### src/rtl/mac_vetor_param_pkg.sv
// Shared types and helpers for the parametrised multiply-accumulate engine.
// Holds the controller state encoding and the counter-width helper.
package mac_pkg;

    typedef enum logic [1:0] {
        IDLE  = 2'd0,
        ACCUM = 2'd1,
        DRAIN = 2'd2,
        DONE  = 2'd3
    } state_e;

    // Smallest r such that 2**r >= value; used for clog2(LEN+1) counter widths.
    function automatic int clog2(input int value);
        int r;
        r = 0;
        for (int i = 0; i < 31; i++) begin
            if ((32'sd1 << i) < value) begin
                r = i + 1;
            end
        end
        return r;
    endfunction

endpackage

### src/rtl/mac_vetor_param_mult_reg_stage.sv
// Registered multiplier stage: captures m*p on load and flags it valid for
// exactly the following cycle so the accumulator adds each product once.
module mult_reg_stage #(
    parameter int W_IN = 10
) (
    input  logic                CLOCK,
    input  logic                RESET,
    input  logic                load,
    input  logic [W_IN-1:0]     m,
    input  logic [W_IN-1:0]     p,
    output logic [2*W_IN-1:0]   prod_q,
    output logic                prod_v_q
);

    logic [2*W_IN-1:0] prod_d;
    logic              prod_v_d;

    // Next product and its valid flag.
    always_comb begin
        prod_d   = prod_q;
        prod_v_d = 1'b0;
        if (load) begin
            prod_d   = {{W_IN{1'b0}}, m} * {{W_IN{1'b0}}, p};
            prod_v_d = 1'b1;
        end else begin
            prod_d   = prod_q;
            prod_v_d = 1'b0;
        end
    end

    // Product registers with synchronous reset.
    always_ff @(posedge CLOCK) begin
        if (RESET) begin
            prod_q   <= {(2*W_IN){1'b0}};
            prod_v_q <= 1'b0;
        end else begin
            prod_q   <= prod_d;
            prod_v_q <= prod_v_d;
        end
    end

endmodule

### src/rtl/mac_vetor_param.sv
// Dot-product MAC: streams LEN unsigned m/p pairs under valid/ready, adds the
// registered products into a W_ACC accumulator with saturate-or-wrap overflow.
module mac_vetor_param
    import mac_pkg::*;
#(
    parameter int W_IN  = 10,
    parameter int LEN   = 4,
    parameter int W_ACC = 22,
    parameter int SAT   = 1
) (
    input  logic               CLOCK,
    input  logic               RESET,
    input  logic               start,
    input  logic               in_valid,
    input  logic [W_IN-1:0]    m,
    input  logic [W_IN-1:0]    p,
    output logic               in_ready,
    output logic [W_ACC-1:0]   o,
    output logic               out_valid,
    output logic               overflow,
    output logic               busy
);

    localparam int CNT_W = clog2(LEN + 1);
    localparam logic [CNT_W-1:0] LAST_IDX = CNT_W'(LEN - 1);
    localparam int PAD_W = W_ACC + 1 - 2 * W_IN;

    if (W_ACC < 2 * W_IN) begin : g_width_check
        $error("mac_vetor_param: W_ACC must be at least 2*W_IN");
    end
    if (LEN < 1) begin : g_len_check
        $error("mac_vetor_param: LEN must be at least 1");
    end

    state_e             state_q, state_d;
    logic [CNT_W-1:0]   count_q, count_d;
    logic [W_ACC-1:0]   acc_q, acc_d;
    logic               overflow_q, overflow_d;
    logic               out_valid_q, out_valid_d;
    logic               in_ready_q, in_ready_d;
    logic               busy_q, busy_d;

    logic               accept_s;
    logic [2*W_IN-1:0]  prod_s;
    logic               prod_v_s;
    logic [W_ACC:0]     sum_s;

    assign accept_s = in_valid & in_ready_q;
    // Product is zero-extended so the carry out of the add lands in sum_s[W_ACC].
    assign sum_s    = {1'b0, acc_q} + {{PAD_W{1'b0}}, prod_s};

    mult_reg_stage #(
        .W_IN (W_IN)
    ) u_mult (
        .CLOCK    (CLOCK),
        .RESET    (RESET),
        .load     (accept_s),
        .m        (m),
        .p        (p),
        .prod_q   (prod_s),
        .prod_v_q (prod_v_s)
    );

    // Controller next-state, accumulator update and registered output values.
    always_comb begin
        state_d    = state_q;
        count_d    = count_q;
        acc_d      = acc_q;
        overflow_d = overflow_q;

        if (prod_v_s) begin
            if (sum_s[W_ACC]) begin
                overflow_d = 1'b1;
                acc_d      = (SAT != 0) ? {W_ACC{1'b1}} : sum_s[W_ACC-1:0];
            end else begin
                acc_d      = sum_s[W_ACC-1:0];
            end
        end else begin
            acc_d = acc_q;
        end

        case (state_q)
            IDLE: begin
                if (start) begin
                    state_d    = ACCUM;
                    acc_d      = {W_ACC{1'b0}};
                    overflow_d = 1'b0;
                    count_d    = {CNT_W{1'b0}};
                end else begin
                    state_d = IDLE;
                end
            end
            ACCUM: begin
                if (accept_s) begin
                    count_d = count_q + {{(CNT_W-1){1'b0}}, 1'b1};
                    if (count_q == LAST_IDX) begin
                        state_d = DRAIN;
                    end else begin
                        state_d = ACCUM;
                    end
                end else begin
                    state_d = ACCUM;
                end
            end
            // Leave once the last product has been folded into the accumulator.
            DRAIN: begin
                if (!prod_v_s) begin
                    state_d = DONE;
                end else begin
                    state_d = DRAIN;
                end
            end
            DONE: begin
                state_d = IDLE;
            end
            default: begin
                state_d = IDLE;
            end
        endcase

        in_ready_d  = (state_d == ACCUM);
        busy_d      = (state_d == ACCUM) || (state_d == DRAIN);
        out_valid_d = (state_d == DONE);
    end

    // State and output registers with synchronous reset.
    always_ff @(posedge CLOCK) begin
        if (RESET) begin
            state_q     <= IDLE;
            count_q     <= {CNT_W{1'b0}};
            acc_q       <= {W_ACC{1'b0}};
            overflow_q  <= 1'b0;
            out_valid_q <= 1'b0;
            in_ready_q  <= 1'b0;
            busy_q      <= 1'b0;
        end else begin
            state_q     <= state_d;
            count_q     <= count_d;
            acc_q       <= acc_d;
            overflow_q  <= overflow_d;
            out_valid_q <= out_valid_d;
            in_ready_q  <= in_ready_d;
            busy_q      <= busy_d;
        end
    end

    assign in_ready  = in_ready_q;
    assign o         = acc_q;
    assign out_valid = out_valid_q;
    assign overflow  = overflow_q;
    assign busy      = busy_q;

endmodule

### config.mk
export PLATFORM = sky130hd
export DESIGN_NAME = mac_vetor_param
export DESIGN_NICKNAME = d
export VERILOG_FILES = /design/src/rtl/mac_vetor_param_pkg.sv /design/src/rtl/mac_vetor_param_mult_reg_stage.sv /design/src/rtl/mac_vetor_param.sv
export SDC_FILE = /design/constraint.sdc
export NUM_CORES = 1
export LEC_CHECK = 0
export ABC_CLOCK_PERIOD_IN_PS = 11100
export CORE_ASPECT_RATIO = 1.1
export CORE_MARGIN = 8
export CORE_UTILIZATION = 40
export CTS_BUF_LIST = sky130_fd_sc_hd__clkbuf_2
export DETAILED_ROUTE_END_ITERATION = 8
export MAX_ROUTING_LAYER = met4
export PLACE_DENSITY_LB_ADDON = 0.2
export SLEW_MARGIN = 0
export SYNTH_ARGS = -nofsm -noshare
export SYNTH_HDL_FRONTEND = slang
export SYNTH_SLANG_ARGS = --single-unit
### constraint.sdc
create_clock -name CLOCK -period 11.1 [get_ports CLOCK]
set_input_delay 2.22 -clock CLOCK [delete_from_list [all_inputs] [get_ports CLOCK]]
set_output_delay 2.22 -clock CLOCK [all_outputs]
set_load 0.05 [all_outputs]
==> results.yml <==
run_status:
  status: "completed"
die:
  die_w_um: 135
  core_um2: 15500
  io_pins: 50
  die_h_um: 147
  initial_core_util_pct: 40.3
  die_area_um2: 19900
  rows: 48
clocking:
  clkLatencyLatePin_ns: 0.47
  postCtsSetupBuffers: 0
  clkTransAtPathRegs_ns: 0.28
  ctsHoldBuffers: 0
  cts_sinks: 52
  cts.path.max_buffers: 2
  cts-resized-gates: 0
  numCtsBuffers: 5
  cts_tree: "built"
  cts_max_level: 2
  root_buffer: "clkbuf_2"
logic_synthesis:
  postSynth.topFlopCell: "dfxtp_1"
  synthAdderAreaFrac_pct: 36.0
  synthCells: 730
  synthTopCellsByArea: "fa_1 (20%), dfxtp_1 (17%), ha_1 (16%)"
  ys_types: 63
  yosysTopAreaCell: "fa_1"
  synthSimpleGateAreaFrac_pct: 19.1
  syn_nets: 896
  synth_xor_area_share_pct: 3.65
  synth_top_family_by_area: "adder cells"
  synthMuxAreaShare_pct: 0
  async_flop_share_pct: 0
  synth-seq-cells: 52
  seq_area_frac_synth_pct: 16.7
  synth_compound_area_share_pct: 18.2
  synth_warnings: 0
  synth_edf_count: 0
  yosysTopAreaCellShare_pct: 20.2
  postSynthAreaPerCell_um2: 8.55
  syn-cell-area_um2: 6240
critical_path:
  crit_arrival_ns: 7.57
  critPathMaxStageDelay_ns: 0.67
  crit_type: "in -> reg"
  cp_slowest_cell: "clkdlybuf4s50_1"
  path_max_fanout: 10
  end_kind: "flip-flop"
  required_ns: 11.50
  worstSetupStartpointType: "primary input"
  path_cells: "clkdlybuf4s50_1, nand2_1, fa_1, inv_1, fa_1, inv_1, fa_1, inv_1, fa_1, inv_1, fa_1, inv_1, ha_1, nor3_1, a21boi_2, o31ai_2, a2111o_1, and3_1, a311o_1"
drt:
  drtAntennaViolNets: 0
  wl_per_cell_um: 14.4
  drc: 0
  avgViaCountPerCell: 5.21
  drtIter0Drc: 208
  vias: 5019
  drtPass1Iterations: 4
  finalWirelength_um: 13900
timing:
  finalCritPeriodShare_pct: 64.6
  finalClockSkew_ns: 0.0114
  relSlewSlack_pct: 42.3
  finalSetupViolations: 0
  final.min_clock_period_ns: 7.17
  tns_ns: 0
  drv_slew: 0
  rsz0062_at_grt: "no"
  finalHoldViolations: 0
  tightest_slew_ns: 0.865
  max_clock_freq_ghz: 0.140
power:
  p_clk_share_pct: 7.8
  p_leak_nw: 3.19
  pwr-share-comb_pct: 71.7
  p_switching_mw: 0.520
  power.internal_mw: 0.546
  power_frac_seq_pct: 20.5
  power_switching_share_pct: 48.7
  powerDensity_nw_per_um2: 154
  ir_drop_mv: 0.0810
place:
  placed_cell_area_um2: 6890
  gp_congestion: 0.859
  io_buffers: 49
  dp_hpwl_um: 11400
global_route:
  grt_max_degree: 36
  antenna_found_initial: 1
  overflow: 0
  gr-usage-all-layers_pct: 14.9
  grt_pass1_wl_um: 24400
  first_global_vias: 5115
worst_hold_path:
  hold_class: "reg -> reg"
finish:
  area_delta_synth_final_pct: 11.2
  utilization_pct: 44.8
  final_common_cell: "nand2_1"
  final_cell_mix: "nand2_1 (81), ha_1 (79), inv_1 (73)"
  nets: 928
  finalInstanceArea_um2: 6940
  post_route_cells_drive_above_1_share_pct: 3.41
run:
  maxCapViolations: 0
==> stage by stage <==
step,hold slack (ns),power (mW),cells,setup WS [ns]
after floorplan,0.436,0.835,730,4.10
after global placement,0.444,0.972,954,3.54
after detailed placement,0.452,0.985,954,3.38
after CTS,0.479,1.08,962,3.96
after global routing,0.500,1.19,964,3.71
final,0.473,1.07,964,3.93
==> sequential cells by signal, indices dropped and copies added (netlist names) <==
register	cells
state_q	2
out_valid	1
count_q	3
o	22
u_mult.prod_q	20
busy	1
in_ready	1
overflow	1
u_mult.prod_v_q	1
==> cell families (layout without fill, tap and decap cells) <==
kind of cell / Yosys count / in the layout
AND/OR/NAND/NOR: 235 / 235
AO/OA/AOI/OAI: 173 / 173
adder cells (fa/ha/maj): 142 / 142
buffers and inverters: 102 / 135
flip-flops: 52 / 52
XOR/XNOR: 26 / 26
other: 0 / 1
==> layer usage <==
metal / wire length [um] / global-route usage, % / vias up / share of wire, %
li1: - / - / 2546 / -
met1: 7010 / 19.8 / 2386 / 50
met2: 6340 / 23.6 / 74 / 46
met3: 372 / 1.78 / 13 / 2.7
met4: 176 / 3.67 / 0 / 1.3
met5: 0 / - / - / 0
==> critical path, delay by kind of cell <==
| family | cells | cell delay (ns) |
|---|---|---|
| fa+ha+maj | 6 | 2.78 |
| compound gates | 4 | 1.13 |
| buf+inv | 6 | 0.91 |
| simple gates | 3 | 0.51 |
==> cell type report <==
type / instances / area (um^2)
Timing Repair Buffer: 53 / 520
Clock buffer: 5 / 25.0
Fill cell: 1578 / 8550
Inverter: 74 / 278
Multi-Input combinational cell: 576 / 4800
Tap cell: 200 / 250
Clock inverter: 3 / 21.3
Antenna cell: 1 / 2.50
Sequential cell: 52 / 1040
==> power groups by stage <==
| stage | Combinational, mW | Sequential [mW] | Clock [mW] |
|---|---|---|---|
| 3_3_place_gp | 0.750 | 0.222 | 0 |
| 3_5_place_dp | 0.763 | 0.222 | 0 |
| 4_1_cts | 0.770 | 0.219 | 0.0870 |
| 5_1_grt | 0.872 | 0.221 | 0.0955 |
| 2_1_floorplan | 0.610 | 0.226 | 0 |
| 6_report | 0.764 | 0.218 | 0.0836 |
==> synth_stat cells, drive strengths merged (6+ instances only) <==
cell type   n
a211oi      7
a21oi      60
and2       67
clkbuf     24
a21o       14
a21boi      6
inv        73
nor2       28
dfxtp      52
nand3      14
fa         63
nand2      81
o21ai      40
xnor2      14
o21a        6
xor2       12
nor3       13
ha         79
o211ai      6
==> worst paths after layout <==
kind / startpoint / endpoint / slack, ns / depth (start not counted)
max: m[5] / u_mult.prod_q[17] / 3.93 / 19
min reg2reg: u_mult.prod_q[0] / u_mult.prod_q[0] / 0.47 / 2
min: u_mult.prod_q[0] / u_mult.prod_q[0] / 0.47 / 2
max reg2reg: o[0] / o[1] / 8.34 / 10
(Power assumes the default switching activity.)
